`config.mk`:
```
export PLATFORM = sky130hd
export DESIGN_NAME = posit_decode_pipe
export DESIGN_NICKNAME = d
export VERILOG_FILES = /design/src/rtl/posit_decode_pipe.sv
export SDC_FILE = /design/constraint.sdc
export NUM_CORES = 1
export LEC_CHECK = 0
export CAP_MARGIN = 20
export CORE_MARGIN = 10
export CORE_UTILIZATION = 45
export CTS_CLUSTER_DIAMETER = 80
export DETAILED_ROUTE_END_ITERATION = 8
export PLACE_DENSITY_LB_ADDON = 0.15
export SYNTH_ARGS = -nofsm -noshare
export SYNTH_HDL_FRONTEND = slang
export SYNTH_SLANG_ARGS = --single-unit
```
`constraint.sdc`:
```
create_clock -name clk -period 22.6 [get_ports clk]
set_input_delay 2.26 -clock clk [delete_from_list [all_inputs] [get_ports clk]]
set_output_delay 2.26 -clock clk [all_outputs]
set_load 0.05 [all_outputs]
```
`src/rtl/posit_decode_pipe.sv`:
```
// posit_decode_pipe: two-stage pipelined posit decoder (sign, scale, fraction, zero/NaR flags)
// Ports:
//   clk, reset       rising-edge clock, synchronous active-high reset
//   in_valid/ready   input handshake; in_data is the encoded posit
//   out_valid/ready  output handshake; out_* hold the decoded fields
//   out_scale        signed 2^ES*k + e, two's complement
//   out_fraction     bits after the hidden one, MSB-aligned, zero-padded
//   decoded_count    number of completed output transfers (wraps)
module posit_decode_pipe #(
    parameter int NBITS = 32,
    parameter int ES = 2,
    localparam int FBITS = NBITS - 3 - ES
) (
    input  logic             clk,
    input  logic             reset,
    input  logic             in_valid,
    output logic             in_ready,
    input  logic [NBITS-1:0] in_data,
    output logic             out_valid,
    input  logic             out_ready,
    output logic             out_sign,
    output logic [7:0]       out_scale,
    output logic [FBITS-1:0] out_fraction,
    output logic             out_zero,
    output logic             out_inf,
    output logic [31:0]      decoded_count
);
    localparam int MW = $clog2(NBITS) + 1;

    logic             en;
    logic             sign0, zero0, inf0, run0, done;
    logic [NBITS-2:0] mag0;
    logic [MW-1:0]    len0;
    logic             s1_valid, s1_sign, s1_zero, s1_inf, s1_run;
    logic [MW-1:0]    s1_len;
    logic [NBITS-4:0] s1_mag;
    logic [NBITS-4:0] body;
    logic [7:0]       k, scale2;
    logic             special;

    assign en = ~out_valid | out_ready;
    assign in_ready = en;

    always_comb begin
        sign0 = in_data[NBITS-1];
        zero0 = in_data == '0;
        inf0 = sign0 && in_data[NBITS-2:0] == '0;
        mag0 = sign0 ? ~in_data[NBITS-2:0] + (NBITS-1)'(1) : in_data[NBITS-2:0];
        run0 = mag0[NBITS-2];
        len0 = '0;
        done = 1'b0;
        for (int i = NBITS - 2; i >= 0; i--) begin
            if (mag0[i] != run0) done = 1'b1;
            else if (!done) len0 = len0 + MW'(1);
        end
    end

    // Only the bits below the first two regime bits are kept: shifting them
    // left by m-1 drops the rest of the regime and the terminating bit,
    // leaving exponent then fraction MSB-aligned.
    always_comb begin
        body = s1_mag << (s1_len - MW'(1));
        k = s1_run ? 8'(s1_len) - 8'd1 : 8'd0 - 8'(s1_len);
        scale2 = (k << ES) + 8'(body[NBITS-4 -: ES]);
        special = s1_zero | s1_inf;
    end

    always_ff @(posedge clk) begin
        if (reset) begin
            s1_valid <= 1'b0;
            s1_sign <= 1'b0;
            s1_zero <= 1'b0;
            s1_inf <= 1'b0;
            s1_run <= 1'b0;
            s1_len <= '0;
            s1_mag <= '0;
            out_valid <= 1'b0;
            out_sign <= 1'b0;
            out_scale <= '0;
            out_fraction <= '0;
            out_zero <= 1'b0;
            out_inf <= 1'b0;
            decoded_count <= '0;
        end else begin
            if (en) begin
                s1_valid <= in_valid;
                s1_sign <= sign0;
                s1_zero <= zero0;
                s1_inf <= inf0;
                s1_run <= run0;
                s1_len <= len0;
                s1_mag <= mag0[NBITS-4:0];
                out_valid <= s1_valid;
                out_sign <= s1_sign;
                out_scale <= special ? '0 : scale2;
                out_fraction <= special ? '0 : body[FBITS-1:0];
                out_zero <= s1_zero;
                out_inf <= s1_inf;
            end
            if (out_valid && out_ready) decoded_count <= decoded_count + 32'd1;
        end
    end
endmodule

```
* Yosys cells after proc, flatten, opt, wreduce, memory -nomap -nowiden
Index checks and enable logic that the tools add are counted.
Word-level totals: bits in registers 111, input port bits 36, output and inout port bits 72
Cells by class: eq/ne operators 30, add/sub/neg operators 35, muxes and demuxes 92, reductions and logical operators 4, bitwise gates (word level) 4, shifts and indexed selects 1
Operators with widths (number):
- two-way mux 6 bit | 57
- adder 6 x 1 -> 6 bit (second input constant) | 28
- adder 32 x 1 -> 32 bit (second input constant) | 1
- zero test 32 bit | 1
- adder 31 x 1 -> 31 bit (second input constant) | 1
- zero test 31 bit | 1
- two-way mux 31 bit | 1
- inverter 31 bit | 1
- inequality test 1 bit | 30
- two-way mux 1 bit | 29
- left shift 29 x 6 -> 29 bit | 1
- two-way mux 27 bit | 1
- subtractor 6 x 1 -> 6 bit (second input constant) | 2
- adder 8 x 2 -> 8 bit | 1
- two-way mux 8 bit | 1
- two-way mux 3 bit | 2
- subtractor 1 x 6 -> 6 bit (first input constant) | 1
- adder 2 x 1 -> 3 bit (second input constant) | 1
- logical AND 1 bit | 2
- two-way mux 2 bit | 1
- OR 1 bit | 2
- inverter 1 bit | 1

* Longest topological paths before layout
Gate-level depths: netlist of run 1.
word-level depth 92, gate-level depth with buffers 109, mapped depth without buffers 107

* Worst setup path after synthesis of run 1
Ideal clock, no wire load.
kind input port to flip-flop, start input port in_data[7], end register s1_len[4], setup slack 1.701 ns, arrival time 20.813 ns, library setup time 0.086 ns, cell stages on the path 105, cells stage by stage buf_2 -> or4_1 -> buf_2 -> or4_1 -> buf_2 -> nor4_4 -> nor3b_1 -> or3_1 -> o32ai_1 -> inv_1 -> ha_1 -> inv_1 -> a21oi_1 -> ha_1 -> nand2_1 -> a31oi_1 -> ha_1 -> mux2_2 -> [69 not listed] -> ha_1 -> nand2_1 -> nand2_1 -> ha_1 -> mux2i_1 -> o21ai_0 -> ha_1 -> nand2_1 -> nand2_1 -> ha_1 -> nand2_1 -> nand2b_1 -> a32oi_1 -> nor2_1 -> a21oi_1 -> a21oi_1 -> xnor2_1 -> a211oi_1
Between the ends: cells in the longest elaborated chain, start to end 92
RTL lines:
- start: declaration | RTL line 18 | input logic [NBITS-1:0] in_data,
- inverter 31 bit | RTL line 48 | mag0 = sign0 ? ~in_data[NBITS-2:0] + (NBITS-1)'(1) : in_data[NBITS-2:0];
- adder 31 x 1 -> 31 bit | RTL line 48
- two-way mux 31 bit (*) | RTL line 48
- inequality test 1 bit | RTL line 53 | if (mag0[i] != run0) done = 1'b1;
- two-way mux 2 bit | RTL line 53
- adder 2 x 1 -> 3 bit | RTL line 54 | else if (!done) len0 = len0 + MW'(1);
- two-way mux 3 bit | RTL line 54
- two-way mux 3 bit | RTL line 53
- [76 not listed]
- two-way mux 6 bit | RTL line 54
- two-way mux 6 bit | RTL line 53
- adder 6 x 1 -> 6 bit | RTL line 54
- two-way mux 6 bit | RTL line 54
- two-way mux 6 bit | RTL line 53
- adder 6 x 1 -> 6 bit | RTL line 54
- two-way mux 6 bit | RTL line 54
- two-way mux 6 bit (*) | RTL line 53
- end signal: assignment | RTL line 91 | s1_len <= len0;
- end: declaration | RTL line 35 | logic [MW-1:0] s1_len;
Mark *: on every way between the ends. The rest lies on a longest branch, timed or not. A chain may end at the register's enable or synchronous reset.

* Worst setup path in the final report of run 1
start input port in_data[1], end register s1_len[4]
The elaborated chain is that of the path after synthesis.

==> results of run 1 <==
## critical path, delay by kind of cell
kind | cells | cell delay, ps
adders and majority gates | 25 | 7380
and+or+nand+nor | 36 | 4840
AOI/OAI and AO/OA | 24 | 3390
muxes | 11 | 2280
buffers and inverters | 9 | 1230
xor gates and xnor gates | 1 | 140
## worst max path at each step
| stage | start | endpoint | slack (ps) | depth (start not counted) |
|---|---|---|---|---|
| finish | in_data[1] | s1_len[4] | 1320 | 106 |
| detailed placement | in_data[7] | s1_len[4] | 60 | 106 |
| CTS | in_data[7] | s1_len[4] | 320 | 106 |
| global placement | in_data[7] | s1_len[4] | 540 | 106 |
| global route | in_data[1] | s1_len[4] | -30 | 108 |
| floorplan | in_data[7] | s1_len[4] | 1700 | 105 |
## area by class of cell
type	instances	area share, %
antenna	2	0.0388
sequential	111	17.2
timing repair buffer	155	11.5
multi-input combinational	1226	64.6
clock buffer	10	1.78
clock inverter	6	0.621
tap	319	3.10
inverter	40	1.17
## power breakdown
| group | switching (W) | internal (W) |
|---|---|---|
| Sequential | 0.00000838 | 0.000207 |
| Clock | 0.0000749 | 0.0000880 |
| Combinational | 0.000180 | 0.000114 |
| Total | 0.000263 | 0.000409 |
## logic make-up (layout without fill, tap and decap cells)
kind of cell | count (synthesis) | count (layout) | share of synthesized area [%]
buffers and inverters | 134 | 211 | 5.00
DFF | 111 | 111 | 20.4
and+or+nand+nor | 628 | 629 | 28.4
adders and majority gates | 29 | 29 | 3.30
muxes | 64 | 64 | 7.04
other | 0 | 2 | 0
xor gates and xnor gates | 127 | 127 | 11.3
AOI/OAI and AO/OA | 377 | 377 | 24.6
## layout by cell type, fill, tap and decap left out, types with 10 or more instances in the layout
cell and instances:
a211oi_1 48, ha_1 26, dlymetal6s2s_1 13, clkdlybuf4s50_1 93, dfxtp_1 111, mux2i_1 40, nand2_1 165, and2_1 17
mux2_2 11, o211ai_1 15, a21oi_1 91, nor4_1 20, or4_4 10, xnor2_1 55, inv_1 37, and3_1 23
nor2b_1 10, nor3_1 25, or2_2 10, xor2_1 59, o21ai_0 56, nor2_1 197, nand3_1 52, o22ai_1 11
o31ai_1 15, buf_4 46, or3_1 15, a31oi_1 15, a22oi_1 30, nand4_1 16
## state kept, by name, indices dropped and copies added (netlist names)
register and flops:
s1_valid 1, s1_len 6, s1_zero 1, out_scale 8
out_zero 1, s1_run 1, s1_sign 1, decoded_count 32
out_fraction 27, s1_mag 29, out_valid 1, s1_inf 1
out_inf 1, out_sign 1
## metal layers
| layer | track usage (%) | vias up | part of all wire, % |
|---|---|---|---|
| li1 | - | 5540 | - |
| met1 | 26.5 | 5067 | 46 |
| met2 | 31.7 | 340 | 46 |
| met3 | 2.94 | 45 | 6.1 |
| met4 | 5.51 | 0 | 1.7 |
| met5 | 0 | - | 0 |
## metrics by stage
stage | hold WS [ps] | util (%)
6_report | 452 | 54.4
5_1_grt | 483 | 54.4
4_1_cts | 454 | 52.7
3_5_place_dp | 446 | 51.4
3_3_place_gp | 439 | 51.3
2_1_floorplan | 432 | -
## what timing repair did
item,CTS,global route
resized for setup,0,40
setup endpoints to repair,0,5
endpoints found under the hold margin,0,0
setup buffers,0,24
==> reports/metrics.cfg, run 1 <==
[run_status]
status = finished clean

[clock_tree]
clockRootBuffer = clkbuf_16
worst_setup_hold_path_clk_slew_ps = 80
ctsHoldBuffers = 0
cts.sinks = 111
cts_made_buffers = 9
htree_levels = 3
clockBufferDepth = 2
clk_latency_ps = 350
cts_tree = yes

[place]
post-place-ws_ps = 58.7
gp_congestion = 0.929
io_buffers = 107
place_area_um2 = 12200
dp_cells = 1824
hpwl_um = 24500

[min_path]
min_from = out_fraction[18]
hp-class = reg2reg
hold_depth = 2
min_to = out_fraction[18]

[floorplan]
die_h_um = 176
die-area_um2 = 30900
die_w_um = 176
core.rowCount = 56
core_area_um2 = 23700
io_pins = 108
start_util_pct = 46.0

[pwr]
p_leak_nw = 4.80
power.density_nw_per_um2 = 52.2
ir_drop_v = 0.0000310
total_power_w = 0.000672

[cells_and_area]
areaGrowthSynthToFinish_pct = 18.2
multi_input_area_um2 = 8320
layout.nets = 1607
stdcell_count = 1869
drive_gt1_share_pct = 10.2
nFillCells = 2341
post-route-cell-area_um2 = 12900
layout.area.seq_um2 = 2220

[sta]
worst-slew-pin-transition_ps = 1040
setup_viol = 0
hold_viol_final = 0
finalCritPeriodShare_pct = 94.2
layout_min_cycle_time_ps = 21280
setup_ws_ps = 1320
fmaxAchievable_mhz = 47.0
tns_ps = 0
fin_skew_ps = 10.2
relSlewSlack_pct = 30.5
slew_violations = 0

[grt]
grt_pass1_vias = 9969
overflow = 0
antenna_found_initial = 1
grt_max_degree = 112
grt_use_total_pct = 19.6
grt_pass1_wl_um = 51600

[logic_synthesis]
synth-seq-cells = 111
avgSynthCellArea_um2 = 7.42
synth_nets = 1534
synthTopCellsByCount = nor2_1 (197), nand2_1 (167), dfxtp_1 (111)
synthArstFlopShare_pct = 0
synth_top_area_share_pct = 20.4
synth_area_leaders = dfxtp_1 (20%), nor2_1 (6.8%), nand2_1 (5.7%), xor2_1 (5.1%), xnor2_1 (4.5%)
yosysUniqueCellTypes = 105
yosys.area.top_type = dfxtp_1
yosys_warnings = 0
yosysSeqAreaShare_pct = 20.4
yosysMostFrequentCell = nor2_1
synth_edf_count = 0
synth-main-ff-cell = dfxtp_1
syn_area_um2 = 10900
synthCells = 1470

[routing]
drtIter0Drc = 872
vias = 10992
firstDrtPassIters = 5
ant_nets = 0
wirelength_um = 32200
drc = 0
viasPerCell = 5.88
drt-wirelength-per-cell_um = 17.2

[worst_setup_path]
cp-start-kind = primary input
critical_path_class = in2reg
end_kind = flop
cp.required_ps = 22870
cp_max_fo = 12
cp_slowest_cell = or4_4
reg2reg_from = decoded_count[3]
r2r_end = decoded_count[31]
cp_slowest_stage_delay_ps = 620
path_common_cell = ha_1
r2r_slack_ps = 19150
cp_data_arrival_time_ps = 21560
rr_worst_depth = 16

[run]
cap_violations = 0

Note: power is estimated with default switching activity, not from simulation.
==> run 2: changes to the inputs <==
--- a/config.mk
+++ b/config.mk
@@ -5,12 +5,14 @@
 export SDC_FILE = /design/constraint.sdc
 export NUM_CORES = 1
 export LEC_CHECK = 0
+export ABC_CLOCK_PERIOD_IN_PS = 22600
 export CAP_MARGIN = 20
 export CORE_MARGIN = 10
 export CORE_UTILIZATION = 45
 export CTS_CLUSTER_DIAMETER = 80
 export DETAILED_ROUTE_END_ITERATION = 8
 export PLACE_DENSITY_LB_ADDON = 0.15
+export SLEW_MARGIN = 20
 export SYNTH_ARGS = -nofsm -noshare
 export SYNTH_HDL_FRONTEND = slang
 export SYNTH_SLANG_ARGS = --single-unit
==> reports/metrics.cfg, run 2 (synthesized netlist as in run 1, its figures left out) <==
[routing]
ant_nets = 0
route.met3.wl_um = 1910
viasPerCell = 5.95
firstDrtPassIters = 5
drt-wirelength-per-cell_um = 17.4
drtIter0Drc = 738
met2_length_um = 14800
drc = 0
topRoutingLayerUsed = met4
vias = 11059
wirelength_um = 32400
met1Wirelength_um = 15000

[worst_setup_path]
critical_path_class = in2reg
cp_slowest_cell = or4_4
path_common_cell = ha_1
end_kind = flop
cp_slowest_stage_delay_ps = 630
cp_max_fo = 12
cp.required_ps = 22870
cp_data_arrival_time_ps = 21640
cp-start-kind = primary input

[place]
post-place-ws_ps = -3.29
dp_cells = 1822
io_buffers = 107
hpwl_um = 24800
gp_congestion = 0.929

[run]
cap_violations = 0

[cells_and_area]
top_register = decoded_count
layout.nets = 1598
largest_register_ffs = 32
top_regs = decoded_count (32), s1_mag (29), out_fraction (27)
stdcell_count = 1859
areaGrowthSynthToFinish_pct = 17.3
drive_gt1_share_pct = 9.68
final_common_cell = nor2_1
mostFrequentLayoutCells = nor2_1 (195), nand2_1 (167), dfxtp_1 (111)

[floorplan]
io_pins = 108
die_h_um = 176
die-area_um2 = 30900
start_util_pct = 46.0
core.rowCount = 56
die_w_um = 176
core_area_um2 = 23700

[clock_tree]
cts_made_buffers = 9
clk_latency_ps = 360
cts_tree = yes
worst_setup_hold_path_clk_slew_ps = 80
ctsHoldBuffers = 0
clockBufferDepth = 2
cts.sinks = 111
clockRootBuffer = clkbuf_16
htree_levels = 3

[sta]
setup_ws_ps = 1230
fmaxAchievable_mhz = 46.8
setup_viol = 0
layout_min_cycle_time_ps = 21370
finalCritPeriodShare_pct = 94.5
fin_skew_ps = 11.0
relSlewSlack_pct = 29.3
worst-slew-pin-transition_ps = 1060
holdWs_ps = 448
hold_viol_final = 0
slew_violations = 0

[grt]
grt_use_total_pct = 19.9
grt_max_degree = 112
grt_pass1_wl_um = 52300
overflow = 0
grt_pass1_vias = 10101
antenna_found_initial = 2

[pwr]
total_power_w = 0.000670
p_int_w = 0.000407
switchingPower_w = 0.000263
ir_drop_v = 0.0000385
p_leak_nw = 4.74
p_sw_share_pct = 39.3
power_frac_comb_pct = 43.5
power_frac_seq_pct = 32.2
power.density_nw_per_um2 = 52.4
p_clk_share_pct = 24.3

[run_status]
status = finished clean

[min_path]
hp-class = reg2reg

==> run 2: cell types whose count changed in the layout (fill, tap and decap cells not counted), sizes merged <==
| cell | previous run | this run |
|---|---|---|
| diode | 2 | 1 |
| clkbuf | 11 | 10 |
| clkdlybuf4s50 | 93 | 95 |
| dlymetal6s2s | 13 | 11 |
| buf | 48 | 40 |
==> run 2: path summary, 6_finish.rpt <==
check,from,to,slack (ps),depth (start not counted)
hold / removal,s1_sign,out_sign,450,2
setup reg to reg,decoded_count[3],decoded_count[31],19110,16
setup / recovery,in_data[1],s1_len[4],1230,108
hold reg to reg,s1_sign,out_sign,450,2
==> run 2: area by class of cell <==
| class | count | area, um2 |
|---|---|---|
| multi-input combinational | 1226 | 8320 |
| clock inverter | 6 | 80.1 |
| antenna | 1 | 2.50 |
| timing repair buffer | 146 | 1390 |
| sequential | 111 | 2220 |
| clock buffer | 10 | 229 |
| fill | 2378 | 10900 |
| tap | 319 | 399 |
| inverter | 40 | 150 |
==> run 2: metal layers <==
layer  vias to the layer above  track usage (%)
li1                       5526                -
met1                      5153             26.8
met2                       333             32.1
met3                        47             2.83
met4                         0             6.00
met5                         -                0
==> run 2: stage by stage <==
stage / setup TNS, ps / util [%] / cell area [um2]
after CTS: 0 / 52.7 / 12500
final: 0 / 54.0 / 12800
after floorplan: 0 / - / 10900
after detailed placement: -3.29 / 51.4 / 12200
after global routing: -114 / 54.0 / 12800
after global placement: 0 / 51.3 / 12200
==> run 2: repair_timing <==
action / in CTS / in global routing
gates resized for setup: 0 / 35
buffers inserted: 0 / 19
endpoints found under the setup margin: 0 / 5
==> run 2: power by group through the flow <==
stage	registers, W	clock network, W	logic, W
after CTS	0.000216	0.000167	0.000278
after detailed placement	0.000220	0	0.000277
after global placement	0.000220	0	0.000274
final	0.000216	0.000163	0.000291
after floorplan	0.000239	0	0.000188
after global routing	0.000218	0.000175	0.000321
==> run 2: worst max-delay path, delay by kind of cell <==
family                     cells  cell delay, ps
and+or+nand+nor               36            4340
muxes                         10            2020
buffers and inverters         10            1300
xor gates and xnor gates       1             140
AOI/OAI and AO/OA             25            3850
adders and majority gates     26            7670
